$ cat src/rtl/pipeline_ctrl.sv
// pipeline_ctrl
//   Front-end hazard controller for the IF/ID register and the PC. Produces
//   the PC load enable, the IF/ID load/flush controls and the ID/EX bubble
//   so that the front end stalls on load-use hazards and instruction-memory
//   waits, and squashes wrong-path fetches after taken branches and jumps.
//
// Ports
//   clk, rst                      clock, asynchronous active-high reset
//   id_rs, id_rt, id_uses_rt      source operands of the instruction in ID
//   ex_mem_read, ex_rt            load in EX and its destination register
//   branch_taken, jump            control-flow redirect this cycle
//   mem_req, mem_ready            instruction fetch outstanding / data returned
//   pc_write, ifid_write          PC and IF/ID load enables
//   ifid_flush                    IF/ID loads a NOP instead of the fetched word
//   idex_bubble                   ID/EX receives zeroed control
//   state                         FSM state (debug)
//   stall_cnt, flush_cnt          saturating performance counters
//
// State table
//   state    | meaning
//   RUN   (0)| normal issue; hazards resolved in the same cycle
//   RSVD  (1)| unused encoding, behaves as RUN
//   FLUSH (2)| squashing wrong-path slots after a redirect
//   MEM_WAIT(3)| waiting for instruction memory, redirect may be pending
module pipeline_ctrl #(
  parameter int REG_W        = 5,
  parameter int CNT_W        = 16,
  parameter int FLUSH_CYCLES = 1
) (
  input  logic             clk,
  input  logic             rst,
  input  logic [REG_W-1:0] id_rs,
  input  logic [REG_W-1:0] id_rt,
  input  logic             id_uses_rt,
  input  logic             ex_mem_read,
  input  logic [REG_W-1:0] ex_rt,
  input  logic             branch_taken,
  input  logic             jump,
  input  logic             mem_req,
  input  logic             mem_ready,
  output logic             pc_write,
  output logic             ifid_write,
  output logic             ifid_flush,
  output logic             idex_bubble,
  output logic [1:0]       state,
  output logic [CNT_W-1:0] stall_cnt,
  output logic [CNT_W-1:0] flush_cnt
);

  localparam int FC_W = (FLUSH_CYCLES < 2) ? 1 : $clog2(FLUSH_CYCLES + 1);

  typedef enum logic [1:0] {
    S_RUN      = 2'd0,
    S_RSVD     = 2'd1,
    S_FLUSH    = 2'd2,
    S_MEM_WAIT = 2'd3
  } state_t;

  state_t          state_q;
  logic [FC_W-1:0] count_q;
  logic            pending_q;

  logic load_use;
  logic redirect;
  logic mem_stall;

  assign state     = state_q;
  assign redirect  = branch_taken | jump;
  assign mem_stall = mem_req & ~mem_ready;
  assign load_use  = ex_mem_read & (ex_rt != '0) &
                     ((ex_rt == id_rs) | (id_uses_rt & (ex_rt == id_rt)));

  // Mealy outputs: a hazard must stall in the very cycle it is seen.
  always_comb begin
    pc_write    = 1'b1;
    ifid_write  = 1'b1;
    ifid_flush  = 1'b0;
    idex_bubble = 1'b0;
    if (rst) begin
      pc_write    = 1'b0;
      ifid_write  = 1'b0;
      ifid_flush  = 1'b1;
      idex_bubble = 1'b1;
    end else begin
      case (state_q)
        S_FLUSH: begin
          if (mem_stall) begin
            pc_write    = 1'b0;
            ifid_write  = 1'b0;
            idex_bubble = 1'b1;
          end else begin
            ifid_flush  = 1'b1;
          end
        end
        S_MEM_WAIT: begin
          if (!mem_ready) begin
            pc_write    = 1'b0;
            ifid_write  = 1'b0;
            idex_bubble = 1'b1;
          end
        end
        default: begin
          if (mem_stall || (!redirect && load_use)) begin
            pc_write    = 1'b0;
            ifid_write  = 1'b0;
            idex_bubble = 1'b1;
          end else if (redirect) begin
            ifid_flush  = 1'b1;
          end
        end
      endcase
    end
  end

  always_ff @(posedge clk or posedge rst) begin
    if (rst) begin
      state_q   <= S_RUN;
      count_q   <= '0;
      pending_q <= 1'b0;
    end else begin
      case (state_q)
        S_FLUSH: begin
          if (!mem_stall) begin
            if (count_q <= FC_W'(1)) begin
              state_q <= S_RUN;
              count_q <= '0;
            end else begin
              count_q <= count_q - FC_W'(1);
            end
          end
        end
        S_MEM_WAIT: begin
          if (mem_ready) begin
            pending_q <= 1'b0;
            if (pending_q || redirect) begin
              state_q <= S_FLUSH;
              count_q <= FC_W'(FLUSH_CYCLES);
            end else begin
              state_q <= S_RUN;
            end
          end else if (redirect) begin
            pending_q <= 1'b1;
          end
        end
        default: begin
          state_q <= S_RUN;
          if (mem_stall) begin
            state_q   <= S_MEM_WAIT;
            pending_q <= redirect;
          end else if (redirect && (FLUSH_CYCLES > 1)) begin
            // The redirect cycle itself squashes one slot.
            state_q <= S_FLUSH;
            count_q <= FC_W'(FLUSH_CYCLES - 1);
          end
        end
      endcase
    end
  end

  always_ff @(posedge clk or posedge rst) begin
    if (rst) begin
      stall_cnt <= '0;
      flush_cnt <= '0;
    end else begin
      if (!pc_write && (stall_cnt != '1)) stall_cnt <= stall_cnt + CNT_W'(1);
      if (ifid_flush && (flush_cnt != '1)) flush_cnt <= flush_cnt + CNT_W'(1);
    end
  end

endmodule

$ cat config.mk
export PLATFORM = sky130hd
export DESIGN_NAME = pipeline_ctrl
export DESIGN_NICKNAME = d
export VERILOG_FILES = /design/src/rtl/pipeline_ctrl.sv
export SDC_FILE = /design/constraint.sdc
export NUM_CORES = 1
export LEC_CHECK = 0
export ABC_AREA = 1
export CAP_MARGIN = 40
export CORE_ASPECT_RATIO = 2
export CORE_MARGIN = 2
export CORE_UTILIZATION = 45
export CTS_BUF_LIST = sky130_fd_sc_hd__clkbuf_16
export DETAILED_ROUTE_END_ITERATION = 12
export HOLD_SLACK_MARGIN = 0.03
export PLACE_DENSITY = 0.82
export SYNTH_ARGS = -nofsm -noshare
export SYNTH_HDL_FRONTEND = slang
export SYNTH_SLANG_ARGS = --single-unit
$ cat constraint.sdc
create_clock -name clk -period 4.1 [get_ports clk]
set_clock_uncertainty 0.05 [all_clocks]
set_input_delay 0.41 -clock clk [delete_from_list [all_inputs] [get_ports clk]]
set_output_delay 0.41 -clock clk [all_outputs]
set_load 0.05 [all_outputs]
**Word level (Yosys, flattened, before mapping)**

Index checks and enable logic that the tools add are counted.

- Bits in registers: 36
- Bits of input ports: 23
- Output and inout port bits: 38
- Logic and storage cells: 70

- Add/sub/neg operators: 3
- $lt $le $gt $ge: 1
- Equal/unequal tests: 11
- Multiplexer cells: 29
- Bitwise operators: 8
- Reduce and logical (&&, ||, !) cells: 13

Operator list:

| kind | number |
|---|---|
| $add A16 B1 Y16 const B | 2 |
| $ne A16 B16 Y1 const B | 2 |
| $mux W1 | 18 |
| $eq A5 B5 Y1 | 2 |
| $mux W2 | 5 |
| $pmux W1 S2 | 5 |
| $ne A2 B2 Y1 const B | 4 |
| $reduce_and A3 Y1 | 2 |
| $reduce_bool A5 Y1 | 1 |
| $and A1 B1 Y1 | 4 |
| $eq A2 B2 Y1 const B | 2 |
| $pmux W2 S2 | 1 |
| $reduce_and A4 Y1 | 1 |
| $reduce_bool A2 Y1 | 2 |
| $logic_and A1 B1 Y1 | 3 |
| $ne A3 B3 Y1 const B | 1 |
| $logic_not A1 Y1 | 2 |
| $logic_or A1 B1 Y1 | 2 |
| $not A1 Y1 | 2 |
| $or A1 B1 Y1 | 2 |
| $le A1 B1 Y1 const B | 1 |
| $sub A1 B1 Y1 const B | 1 |

**Depth between registers and ports, before layout**

Gate-level depths: netlist (run 1).

- Word-level depth: 11
- Mapped depth: 12
- Gate-level depth less buffers: 11

**Least setup slack after synthesis (run 1)**

OpenSTA, ideal clock, no wires.

- Path type: input-to-reg
- Start: input port rst
- End: register flush_cnt[10]
- Setup time: 0.146 ns
- Data arrival time: 2.517 ns
- Required time: 3.904 ns
- Slack: 1.387 ns
- Cell stages on the path: 6
- Path buffers: 1
- Cell sequence: inv_1 o21ai_1 nand2_1 buf_2 nor2_1 xor2_1

- Word-level cells in the longest chain between the ends: 2

Ends and longest elaborated chain:

| what | line | source |
|---|---|---|
| start: declaration | 31 | `input logic rst,` |
| $mux W1 | 79 | `if (rst) begin` |
| named net ifid_flush | 43 | `output logic ifid_flush,` |
| $logic_and A1 B1 Y1 | 166 | `if (ifid_flush && (flush_cnt != '1)) flush_cnt <= flush_cnt + CNT_W'(1);` |
| end signal: assignment | 166 |  |
| end: declaration | 47 | `output logic [CNT_W-1:0] flush_cnt` |

The timed path passes the listed nets, and every way through them passes these cells.
A chain may end at the register's enable or synchronous reset.

**Worst setup path in the final report (run 1)**

- Start: input port ex_rt[1]
- End: output port idex_bubble

- Word-level cells in the longest chain between the ends: 9
- Elaborated cells on any way between the ends: 12
- Those cells by class: eq/ne: 2; mux: 3; bitwise: 4; reduce/logical: 3

Ends and longest elaborated chain:

| what | line | source |
|---|---|---|
| start: declaration | 36 | `input logic [REG_W-1:0] ex_rt,` |
| $eq A5 B5 Y1 | 71 | `((ex_rt == id_rs) \| (id_uses_rt & (ex_rt == id_rt)));` |
| $and A1 B1 Y1 | 71 |  |
| $or A1 B1 Y1 | 71 |  |
| $and A1 B1 Y1 * | 70 | `assign load_use = ex_mem_read & (ex_rt != '0) &` |
| $logic_and A1 B1 Y1 * | 103 | `if (mem_stall \|\| (!redirect && load_use)) begin` |
| $logic_or A1 B1 Y1 * | 103 |  |
| $mux W1 * | 103 |  |
| $pmux W1 S2 * | 85 | `case (state_q)` |
| $mux W1 * | 79 |  |
| end: declaration | 44 | `output logic idex_bubble,` |

Mark *: on every way between the ends. The rest lies on a longest branch, timed or not.

==> summary.md, run 1 <==
| Metric | Value |
|---|---|
| Outcome | `complete, no violations` |
| Sw Share | `around 40%` |
| Final ANT Viol Nets | `0` |
| Slew margin rel. | `66.3%` |
| Post-route setup TNS | `0 ps` |
| Largest net degree at the start of global routing | `36` |
| Width of the chip | `between 50 and 60 um` |
| Crit path max fanout | `9` |
| Cells after Synth | `roughly 330` |
| Ys flop type | `dfrtp_1` |
| Via density | `approximately 5.2` |
| Worst Setup Path Type | `in2out` |
| Hold Path Class | `reg2reg` |
| Final Non-Filler Cells | `around 450` |
| DR DRC count | `0` |
| # rows | `36` |
| Post-route cell area | `roughly 3100 um2` |
| EDFF count, synth | `0` |
| Post-synthesis instance area | `2270 um2` |
| Sequential Power Share | `31.5%` |
| Crit path time final | `roughly 3000 ps` |
| I/O pin count | `61` |
| Clock Root Buffer | `clkbuf_16` |
| Port Buffers | `60` |
| Sink Count | `35` |
| Via count | `2299` |
| Gr ovfl total | `0` |
| FF+latch count, synth | `35` |
| Clock transition at path regs | `50 ps` |
| Routed wire length | `slightly below 6000 um` |
| M2 GR Usage | `42.0%` |
| Final Hold Vio Count | `0` |
| Wirelength per Cell | `13.1 um` |
| Fin. max-slew vios | `0` |
| Util after Layout | `63.7%` |
| Crit path required time | `about 3600 ps` |
| Cells resized by post-CTS repair | `0` |
| Die ar. | `about 5700 um2` |
| Power Density | `542 nW/um2` |
| Final setup fails | `0` |
| Global-route met3 utilization | `~2.9%` |
| Sequential fraction of the synthesis area | `between 30 and 40%` |
| DP Area | `slightly below 3000 um2` |
| Syn-to-layout area delta | `36.3%` |
| Nets@finish | `413` |
| GR Util met1 | `approximately 22%` |
| Comb pwr share | `roughly two fifths` |
| GRT Total Usage | `approximately 23%` |
| CTS Buf Count | `5` |
| Post-CTS Hold Buffers | `0` |
| First-pass GRT wire length | `around 9700 um` |
| Crit start category | `primary input` |
| Nature of the critical path endpoint | `output port` |
| Yosys cell types | `27` |
| Max Freq | `about 0.33 GHz` |
| Syn Area/Cell | `between 6 and 7 um2` |
| Clk Latency, worst-skew pair | `~280 ps` |
| Grt peak-use layer | `met2` |
| Htree depth | `2` |
| Core ar. | `4860 um2` |
| RSZ-0062 raised after global routing | `false` |
| Leak | `1.50 nW` |
| Clk pwr share | `29.2%` |
| Synth warn | `0` |
| Post-DP HPWL | `around 4400 um` |
| CTS tree | `done` |
| Antenna diodes | `0` |
| Worst Tran Pin Value | `between 500 and 600 ps` |
| Vias in the first global route | `about 2300` |
| Max-cap violation count | `0` |
| Max IR drop VDD | `roughly 0.55 mV` |
| Synth Net Count | `between 300 and 400` |
| Die Height | `~100 um` |
| Initial antenna violation count | `0` |
| Worst hold slack | `between 400 and 500 ps` |
| Initial core utilization | `~47%` |
| FFs w/ async S/R, synth | `between 90% and 100%` |
| Layout cells sized above 1 | `3.86%` |
| Data arrival, critical path | `2530 ps` |
| Final Cycle Share | `between 70% and 80%` |
| Cell internal pwr | `0.997 mW` |
| Detailed Routing Iterations Pass 1 | `4` |
| Post-Place Cells | `between 400 and 500` |
| Final Total Pwr | `~1.7 mW` |
| Fin worst setup slack | `roughly 1100 ps` |
| Switching power | `approximately 0.7 mW` |
| RD Place Congestion | `0.852` |
| Setup bufs post-CTS | `0` |
| Clk buf depth | `2` |
| Pre-CTS setup slack | `1110 ps` |
| Initial DRC count | `59` |
## layer usage
layer,vias up,routed length [um],share of wire (%)
met5,-,0,0
met4,0,187,3.2
met3,19,213,3.6
met2,73,3360,57
met1,1066,2100,36
li1,1141,-,-
## logic make-up (layout without fill, tap and decap cells)
logic type	Yosys count	after routing	share of synthesized area, %
AO/OA/AOI/OAI	15	15	3.41
XOR/XNOR	25	25	9.63
adder cells (fa/ha/maj)	2	2	1.10
buffers and inverters	49	112	9.47
flip-flops	35	35	38.5
AND/OR/NAND/NOR	200	200	37.9
## Yosys cell counts (4+ instances only)
master	n	area, um2
nand2_1	109	409
inv_1	41	154
dfrtp_1	35	876
nor2_1	35	131
nand3_1	31	155
xor2_1	19	166
nor3_1	12	60.1
o21ai_0	11	55.1
xnor2_1	6	52.6
buf_2	4	20.0
nand4_1	4	25.0
## path summary, 6_finish.rpt
check | startpoint | end | slack [ps] | cells after the start
max in group asynchronous | rst | stall_cnt[14]$_DFFE_PP0P_ | 3120 | 3
hold / removal | flush_cnt[1]$_DFFE_PP0P_ | flush_cnt[1]$_DFFE_PP0P_ | 490 | 2
min in group asynchronous | rst | stall_cnt[2]$_DFFE_PP0P_ | 560 | 3
setup / recovery | ex_rt[1] | idex_bubble | 1110 | 10
setup reg to reg | flush_cnt[0]$_DFFE_PP0P_ | flush_cnt[4]$_DFFE_PP0P_ | 1770 | 8
hold reg to reg | flush_cnt[1]$_DFFE_PP0P_ | flush_cnt[1]$_DFFE_PP0P_ | 490 | 2
## placed cells by master, fill, tap and decap left out
| cell | instances |
|---|---|
| a21oi_1 | 1 |
| a31oi_1 | 1 |
| and2_1 | 1 |
| buf_4 | 3 |
| bufinv_16 | 2 |
| clkbuf_16 | 5 |
| clkdlybuf4s50_1 | 60 |
| clkinvlp_4 | 1 |
| dfrtp_1 | 35 |
| ha_1 | 2 |
| inv_1 | 41 |
| nand2_1 | 109 |
| nand2_4 | 1 |
| nand3_1 | 31 |
| nand3_2 | 1 |
| nand3b_1 | 2 |
| nand4_1 | 4 |
| nand4_2 | 1 |
| nor2_1 | 35 |
| nor2_4 | 1 |
| nor3_1 | 12 |
| nor3b_1 | 1 |
| o21ai_0 | 11 |
| o21ai_1 | 1 |
| o22ai_1 | 1 |
| or2_0 | 1 |
| xnor2_1 | 6 |
| xor2_1 | 19 |
## critical path, stage by stage
cell and delay (ps):
clkdlybuf4s50_1 520, inv_1 70, nand2_1 60, nand2_1 50
nor2_1 100, nand3_1 90, nand2_1 70, nand2_1 40
nand2_1 250, clkdlybuf4s50_1 870
## sequential cells by signal, indices dropped and copies added, names as in the netlist
name,cells
state,2
flush_cnt,16
pending_q,1
stall_cnt,16
## power by group through the flow
stage               sequential, mW  clock (mW)  combinational, mW
finish                       0.530       0.490              0.659
global route                 0.540       0.516              0.709
CTS                          0.528       0.505              0.663
detailed placement           0.531           0              0.658
global placement             0.530           0              0.648
floorplan                    0.752           0              0.212
## layout make-up
cell class                      count  area, um2
Fill cell                         438       1770
Inverter                           41        154
Sequential cell                    35        876
Multi-Input combinational cell    242       1180
Clock inverter                      3       67.6
Tap cell                           57       71.3
Clock buffer                        5        125
Timing Repair Buffer               63        623
Note: power is estimated with default switching activity, not from simulation.
==> run 2, diff against run 1 <==
==> constraint.sdc (replaced) <==
create_clock -name clk -period 2.9 [get_ports clk]
set_clock_uncertainty 0.05 [all_clocks]
set_input_delay 0.29 -clock clk [delete_from_list [all_inputs] [get_ports clk]]
set_output_delay 0.29 -clock clk [all_outputs]
set_load 0.05 [all_outputs]
==> run 2 against run 1 <==
Effect of this change: worst setup slack got worse by 480 ps; combinational power increased by 42%; final cell count unchanged; routed wire length decreased by 3.4%; power increased by 31%; register-to-register slack got worse by 1100 ps; core utilization decreased by 1.1 points; critical path type is now reg2reg; highest routed layer unchanged.
==> summary.md, run 2 (synthesis results as in run 1) <==
| Metric | Value |
|---|---|
| Antenna diodes | `0 (unchanged)` |
| Clk Latency, worst-skew pair | `270 ps (was 280 ps)` |
| Via density | `5.11 (was 5.15)` |
| Htree depth | `2 (unchanged)` |
| Initial core utilization | `46.7% (unchanged)` |
| Final ANT Viol Nets | `0 (unchanged)` |
| Power Density | `720 nW/um2 (was 542 nW/um2)` |
| Slew margin rel. | `61.2% (was 66.3%)` |
| Final Total Pwr | `2.19 mW (was 1.68 mW)` |
| GRT Total Usage | `21.7% (was 22.6%)` |
| Leak | `1.49 nW (was 1.50 nW)` |
| Die Height | `105 um (unchanged)` |
| Port Buffers | `60 (unchanged)` |
| Clock transition at path regs | `60 ps (was 50 ps)` |
| Final Cycle Share | `78.5%` |
| Worst Setup Path Type | `reg2reg (was in2out)` |
| Via count | `2278 (was 2299)` |
| GR Util met1 | `22.6% (was 22.3%)` |
| CTS Buf Count | `5 (unchanged)` |
| First-pass GRT wire length | `9340 um (was 9720 um)` |
| Width of the chip | `54.3 um (unchanged)` |
| Detailed Routing Iterations Pass 1 | `4 (unchanged)` |
| DR DRC count | `0 (unchanged)` |
| Global-route met3 utilization | `3.45% (was 2.87%)` |
| Worst r2r path cells | `8 (unchanged)` |
| Reg-to-reg endpoint | `flush_cnt[11]$_DFFE_PP0P_ (was flush_cnt[4]$_DFFE_PP0P_)` |
| Final setup fails | `0 (unchanged)` |
| Util after Layout | `62.6% (was 63.7%)` |
| Post-route setup TNS | `0 ps (unchanged)` |
| Crit path max fanout | `14 (was 9)` |
| Crit path required time | `2990 ps (was 3640 ps)` |
| Post-CTS Hold Buffers | `0 (unchanged)` |
| Clock Root Buffer | `clkbuf_16 (unchanged)` |
| R2R Setup Slk | `620 ps (was 1770 ps)` |
| Max Freq | `roughly 0.44 GHz` |
| RD Place Congestion | `0.866 (was 0.852)` |
| Most frequent cells in the layout | `nand2_1, clkdlybuf4s50_1, inv_1, nor2_1, dfrtp_1 (unchanged)` |
| Clk buf depth | `2 (unchanged)` |
| Nets@finish | `413 (unchanged)` |
| Data arrival, critical path | `2370 ps (was 2530 ps)` |
| Vias in the first global route | `2199 (was 2310)` |
| Hold Path Class | `in2async (was reg2reg)` |
| I/O pin count | `61 (unchanged)` |
| M2 GR Usage | `39.3% (was 42.0%)` |
| DP Area | `2910 um2 (about the same)` |
| Final Hold Vio Count | `0 (unchanged)` |
| Initial antenna violation count | `0 (unchanged)` |
| Largest net degree at the start of global routing | `36 (unchanged)` |
| Filler cells | `442 (was 438)` |
| R2R Path Start | `flush_cnt[0]$_DFFE_PP0P_ (unchanged)` |
| Post-route cell area | `3050 um2 (was 3100 um2)` |
| Routed wire length | `5660 um (was 5860 um)` |
| # rows | `36 (unchanged)` |
| Crit start category | `register (was primary input)` |
| Commonest non-fill, non-tap cell in the layout | `nand2_1 (unchanged)` |
| Core ar. | `4860 um2 (unchanged)` |
| Worst hold slack | `458 ps (was 490 ps)` |
| Nature of the critical path endpoint | `register (was output port)` |
| Fin. max-slew vios | `0 (unchanged)` |
| RSZ-0062 raised after global routing | `false (unchanged)` |
| Gr ovfl total | `0 (unchanged)` |
| Worst Tran Pin Value | `582 ps (was 504 ps)` |
| Post-DP HPWL | `4290 um (was 4380 um)` |
| Cells resized by post-CTS repair | `0 (unchanged)` |
| Max IR drop VDD | `0.651 mV (was 0.550 mV)` |
| Initial DRC count | `55 (was 59)` |
| Multi-input logic area | `1180 um2 (unchanged)` |
| Sink Count | `35 (unchanged)` |
| Crit path time final | `approximately 2300 ps` |
| Syn-to-layout area delta | `34.0% (was 36.3%)` |
| Register area | `876 um2 (unchanged)` |
| Grt peak-use layer | `met2 (unchanged)` |
| Die ar. | `5670 um2 (unchanged)` |
| Wirelength per Cell | `12.7 um (was 13.1 um)` |
| CTS tree | `done (unchanged)` |
| Setup bufs post-CTS | `0 (unchanged)` |
| Max-cap violation count | `0 (unchanged)` |
| Outcome | `complete, no violations (unchanged)` |
| Layout cells sized above 1 | `4.37% (was 3.86%)` |
[run 2: changes by cell type in the layout (fill, tap and decap cells not counted), sizes merged]
cell / before / now
buf: 3 / 7
bufinv: 2 / 0
clkinvlp: 1 / 0
clkinv: 0 / 1
clkdlybuf4s50: 60 / 56
inv: 41 / 43
[run 2: through the flow]
step / instances / setup slack, ps
floorplan: 326 / 307
finish: 446 / 623
global route: 446 / 405
global placement: 438 / 580
CTS: 446 / 613
detailed placement: 438 / 545
[run 2: where the power goes]
group,switching (mW),internal (mW),leakage (nW)
Sequential,0.159,0.593,0.458
Clock,0.196,0.310,0.0762
Combinational,0.609,0.328,0.955
[run 2: how the worst max path moves through the flow]
| stage | startpoint | end | slack (ps) |
|---|---|---|---|
| 3_5_place_dp | ex_rt[0] | stall_cnt[14]$_DFFE_PP0P_ | 540 |
| 3_3_place_gp | ex_rt[3] | stall_cnt[14]$_DFFE_PP0P_ | 580 |
| 5_1_grt | ex_rt[4] | pc_write | 400 |
| 2_1_floorplan | rst | flush_cnt[10]$_DFFE_PP0P_ | 310 |
| 6_report | flush_cnt[0]$_DFFE_PP0P_ | flush_cnt[11]$_DFFE_PP0P_ | 620 |
| 4_1_cts | ex_rt[0] | pc_write | 610 |
[run 2: layer usage]
layer / wire (um) / part of all wire, %
met5: 0 / 0
met4: 129 / 2.3
met3: 286 / 5.1
met2: 3190 / 56
met1: 2050 / 36
[run 2: final cells by class]
cell class / instances / share of cell area (%)
Tap cell: 57 / 2.34
Clock buffer: 5 / 4.11
Clock inverter: 3 / 0.411
Sequential cell: 35 / 28.7
Timing Repair Buffer: 63 / 20.5
Multi-Input combinational cell: 242 / 38.8
Inverter: 41 / 5.05
[run 2: worst max-delay path: stages, from the launching register on]
cell     delay (ps)
dfrtp_1         420
ha_1            260
nand3_1         130
nor3_1          310
nand3_1         120
nand2_1         370
inv_1           280
nand2_1         120
o21ai_0          80
==> run 3, diff against run 2 <==
==> constraint.sdc (replaced) <==
create_clock -name clk -period 2.2 [get_ports clk]
set_clock_uncertainty 0.05 [all_clocks]
set_input_delay 0.22 -clock clk [delete_from_list [all_inputs] [get_ports clk]]
set_output_delay 0.22 -clock clk [all_outputs]
set_load 0.05 [all_outputs]
==> run 3 against run 2 <==
Effect of this change: routed wire length up 5.1%; critical path depth stayed put; final area rose by 1.6%; combinational power is 36% higher; sequential share of layout area fell by 0.38 points; critical endpoint is now stall_cnt[9]$_DFFE_PP0P_; critical path type unchanged.
==> summary.md, run 3 (synthesis results as in run 1) <==
| Metric | Value |
|---|---|
| Outcome | `complete, no violations (unchanged)` |
| Initial core utilization | `46.7% (unchanged)` |
| Routed wire length | `5950 um (was 5660 um)` |
| Die Height | `105 um (unchanged)` |
| First-pass GRT wire length | `10100 um (was 9340 um)` |
| Layout cells sized above 1 | `6.60% (was 4.37%)` |
| Crit start category | `register (unchanged)` |
| Global-route met3 utilization | `4.31% (was 3.45%)` |
| Data arrival, critical path | `2130 ps (was 2370 ps)` |
| Cell internal pwr | `1.64 mW (was 1.23 mW)` |
| Filler cells | `429 (was 442)` |
| Clk buf depth | `2 (unchanged)` |
| CTS tree | `done (unchanged)` |
| Reg-to-reg endpoint | `stall_cnt[9]$_DFFE_PP0P_ (was flush_cnt[11]$_DFFE_PP0P_)` |
| Hold Path Class | `in2async (unchanged)` |
| Slew margin rel. | `62.1% (was 61.2%)` |
| Clock Root Buffer | `clkbuf_16 (unchanged)` |
| Crit path max fanout | `9 (was 14)` |
| Sw Share | `43.7% (was 43.9%)` |
| Nature of the critical path endpoint | `register (unchanged)` |
| Core ar. | `4860 um2 (unchanged)` |
| Worst r2r path cells | `8 (unchanged)` |
| Clk Latency, worst-skew pair | `280 ps (was 270 ps)` |
| Initial antenna violation count | `0 (unchanged)` |
| Post-CTS Hold Buffers | `0 (unchanged)` |
| Syn-to-layout area delta | `36.2% (was 34.0%)` |
| Clk pwr share | `23.0% (was 23.1%)` |
| Final ANT Viol Nets | `0 (unchanged)` |
| M2 GR Usage | `42.5% (was 39.3%)` |
| GR Util met1 | `23.5% (was 22.6%)` |
| Worst Setup Path Type | `reg2reg (unchanged)` |
| Final Cycle Share | `91.2% (was 78.5%)` |
| Vias in the first global route | `2388 (was 2199)` |
| Wirelength per Cell | `13.2 um (was 12.7 um)` |
| Post-route setup TNS | `0 ps (unchanged)` |
| I/O pin count | `61 (unchanged)` |
| R2R Setup Slk | `190 ps (was 620 ps)` |
| GRT Total Usage | `23.8% (was 21.7%)` |
| RD Place Congestion | `0.886 (was 0.866)` |
| Antenna diodes | `0 (unchanged)` |
| Detailed Routing Iterations Pass 1 | `4 (unchanged)` |
| Fin worst setup slack | `195 ps (was 623 ps)` |
| Post-DP HPWL | `4530 um (was 4290 um)` |
| Final Hold Vio Count | `0 (unchanged)` |
| Max Freq | `0.499 GHz (was 0.439 GHz)` |
| Pre-CTS setup slack | `159 ps (was 545 ps)` |
| Sink Count | `35 (unchanged)` |
| Worst hold slack | `390 ps (was 458 ps)` |
| Power Density | `943 nW/um2 (was 720 nW/um2)` |
| Switching power | `1.28 mW (was 0.964 mW)` |
| Width of the chip | `54.3 um (unchanged)` |
| Port Buffers | `60 (unchanged)` |
| Commonest non-fill, non-tap cell in the layout | `nand2_1 (unchanged)` |
| Via count | `2351 (was 2278)` |
| RSZ-0062 raised after global routing | `false (unchanged)` |
| CTS Buf Count | `5 (unchanged)` |
| Grt peak-use layer | `met2 (unchanged)` |
| Crit path time final | `2010 ps (was 2280 ps)` |
| Max-cap violation count | `0 (unchanged)` |
| Htree depth | `2 (unchanged)` |
| Via density | `5.21 (was 5.11)` |
| Max IR drop VDD | `0.954 mV (was 0.651 mV)` |
| Leak | `1.51 nW (was 1.49 nW)` |
| Gr ovfl total | `0 (unchanged)` |
| Clock transition at path regs | `60 ps (about the same)` |
| DR DRC count | `0 (unchanged)` |
| Sequential Power Share | `33.4% (was 34.3%)` |
| Worst Tran Pin Value | `569 ps (was 582 ps)` |
| Die ar. | `5670 um2 (unchanged)` |
| R2R Path Start | `stall_cnt[1]$_DFFE_PP0P_ (was flush_cnt[0]$_DFFE_PP0P_)` |
| Crit path required time | `2320 ps (was 2990 ps)` |
| Nets@finish | `418 (was 413)` |
| Comb pwr share | `43.6% (was 42.7%)` |
| # rows | `36 (unchanged)` |
| Most frequent cells in the layout | `nand2_1, clkdlybuf4s50_1, inv_1, nor2_1, dfrtp_1 (unchanged)` |
| Final setup fails | `0 (unchanged)` |
| Initial DRC count | `79 (was 55)` |
| Largest net degree at the start of global routing | `36 (unchanged)` |
| Final Total Pwr | `2.92 mW (was 2.19 mW)` |
| Fin. max-slew vios | `0 (unchanged)` |
-- run 3: changes by cell type in the layout (fill, tap and decap cells not counted), moves of 2 or more --
cell	change
dfrtp_2	+2
dfrtp_1	-2
buf_4	+5
clkinv_1	+2
-- run 3: layer usage --
| metal | part of all wire [%] | routed length [um] |
|---|---|---|
| met4 | 3.9 | 233 |
| met5 | 0 | 0 |
| met3 | 4.8 | 285 |
| met1 | 35 | 2070 |
| met2 | 56 | 3350 |
-- run 3: metrics by stage --
step           instance area, um2  util [%]  std cells
2_1_floorplan                2280         -        326
3_3_place_gp                 2950      60.7        443
3_5_place_dp                 2950      60.7        443
4_1_cts                      3090      63.5        451
5_1_grt                      3100      63.7        451
6_report                     3100      63.7        451
-- run 3: power groups by stage --
| stage | Combinational, mW | Sequential (mW) | Clock, mW |
|---|---|---|---|
| final | 1.27 | 0.974 | 0.672 |
| after global routing | 1.38 | 1.00 | 0.702 |
| after CTS | 1.28 | 0.973 | 0.686 |
| after detailed placement | 1.27 | 0.980 | 0 |
| after global placement | 1.25 | 0.977 | 0 |
| after floorplan | 0.396 | 1.40 | 0 |
-- run 3: critical path, stage by stage, from the launching register on --
cell and delay (ps):
dfrtp_1 400, ha_1 230, nand3_2 140, nor2_4 160
nand4_2 90, or2_0 410, buf_4 260, nand3_1 80
nand2_1 50
-- run 3: how the worst max path moves through the flow --
stage	start	end	slack, ps	cells past startpoint
floorplan	rst	flush_cnt[10]$_DFFE_PP0P_	-50	6
global placement	ex_rt[3]	pc_write	190	11
detailed placement	ex_rt[1]	pc_write	160	11
CTS	ex_rt[1]	pc_write	160	11
global route	flush_cnt[1]$_DFFE_PP0P_	flush_cnt[8]$_DFFE_PP0P_	30	8
finish	stall_cnt[1]$_DFFE_PP0P_	stall_cnt[9]$_DFFE_PP0P_	190	8
-- run 3: layout make-up --
type / instances / area (um2) / share of cell area, %
clock inverter: 3 / 11.3 / 0.364
timing repair buffer: 68 / 663 / 21.4
multi-input combinational: 242 / 1190 / 38.5
inverter: 41 / 154 / 4.97
clock buffer: 5 / 125 / 4.04
tap: 57 / 71.3 / 2.30
sequential: 35 / 878 / 28.4
-- run 3: what timing repair did --
item / CTS / global route
resized for setup: 0 / 2
buffers inserted: 0 / 0
endpoints found under the setup margin: 0 / 8
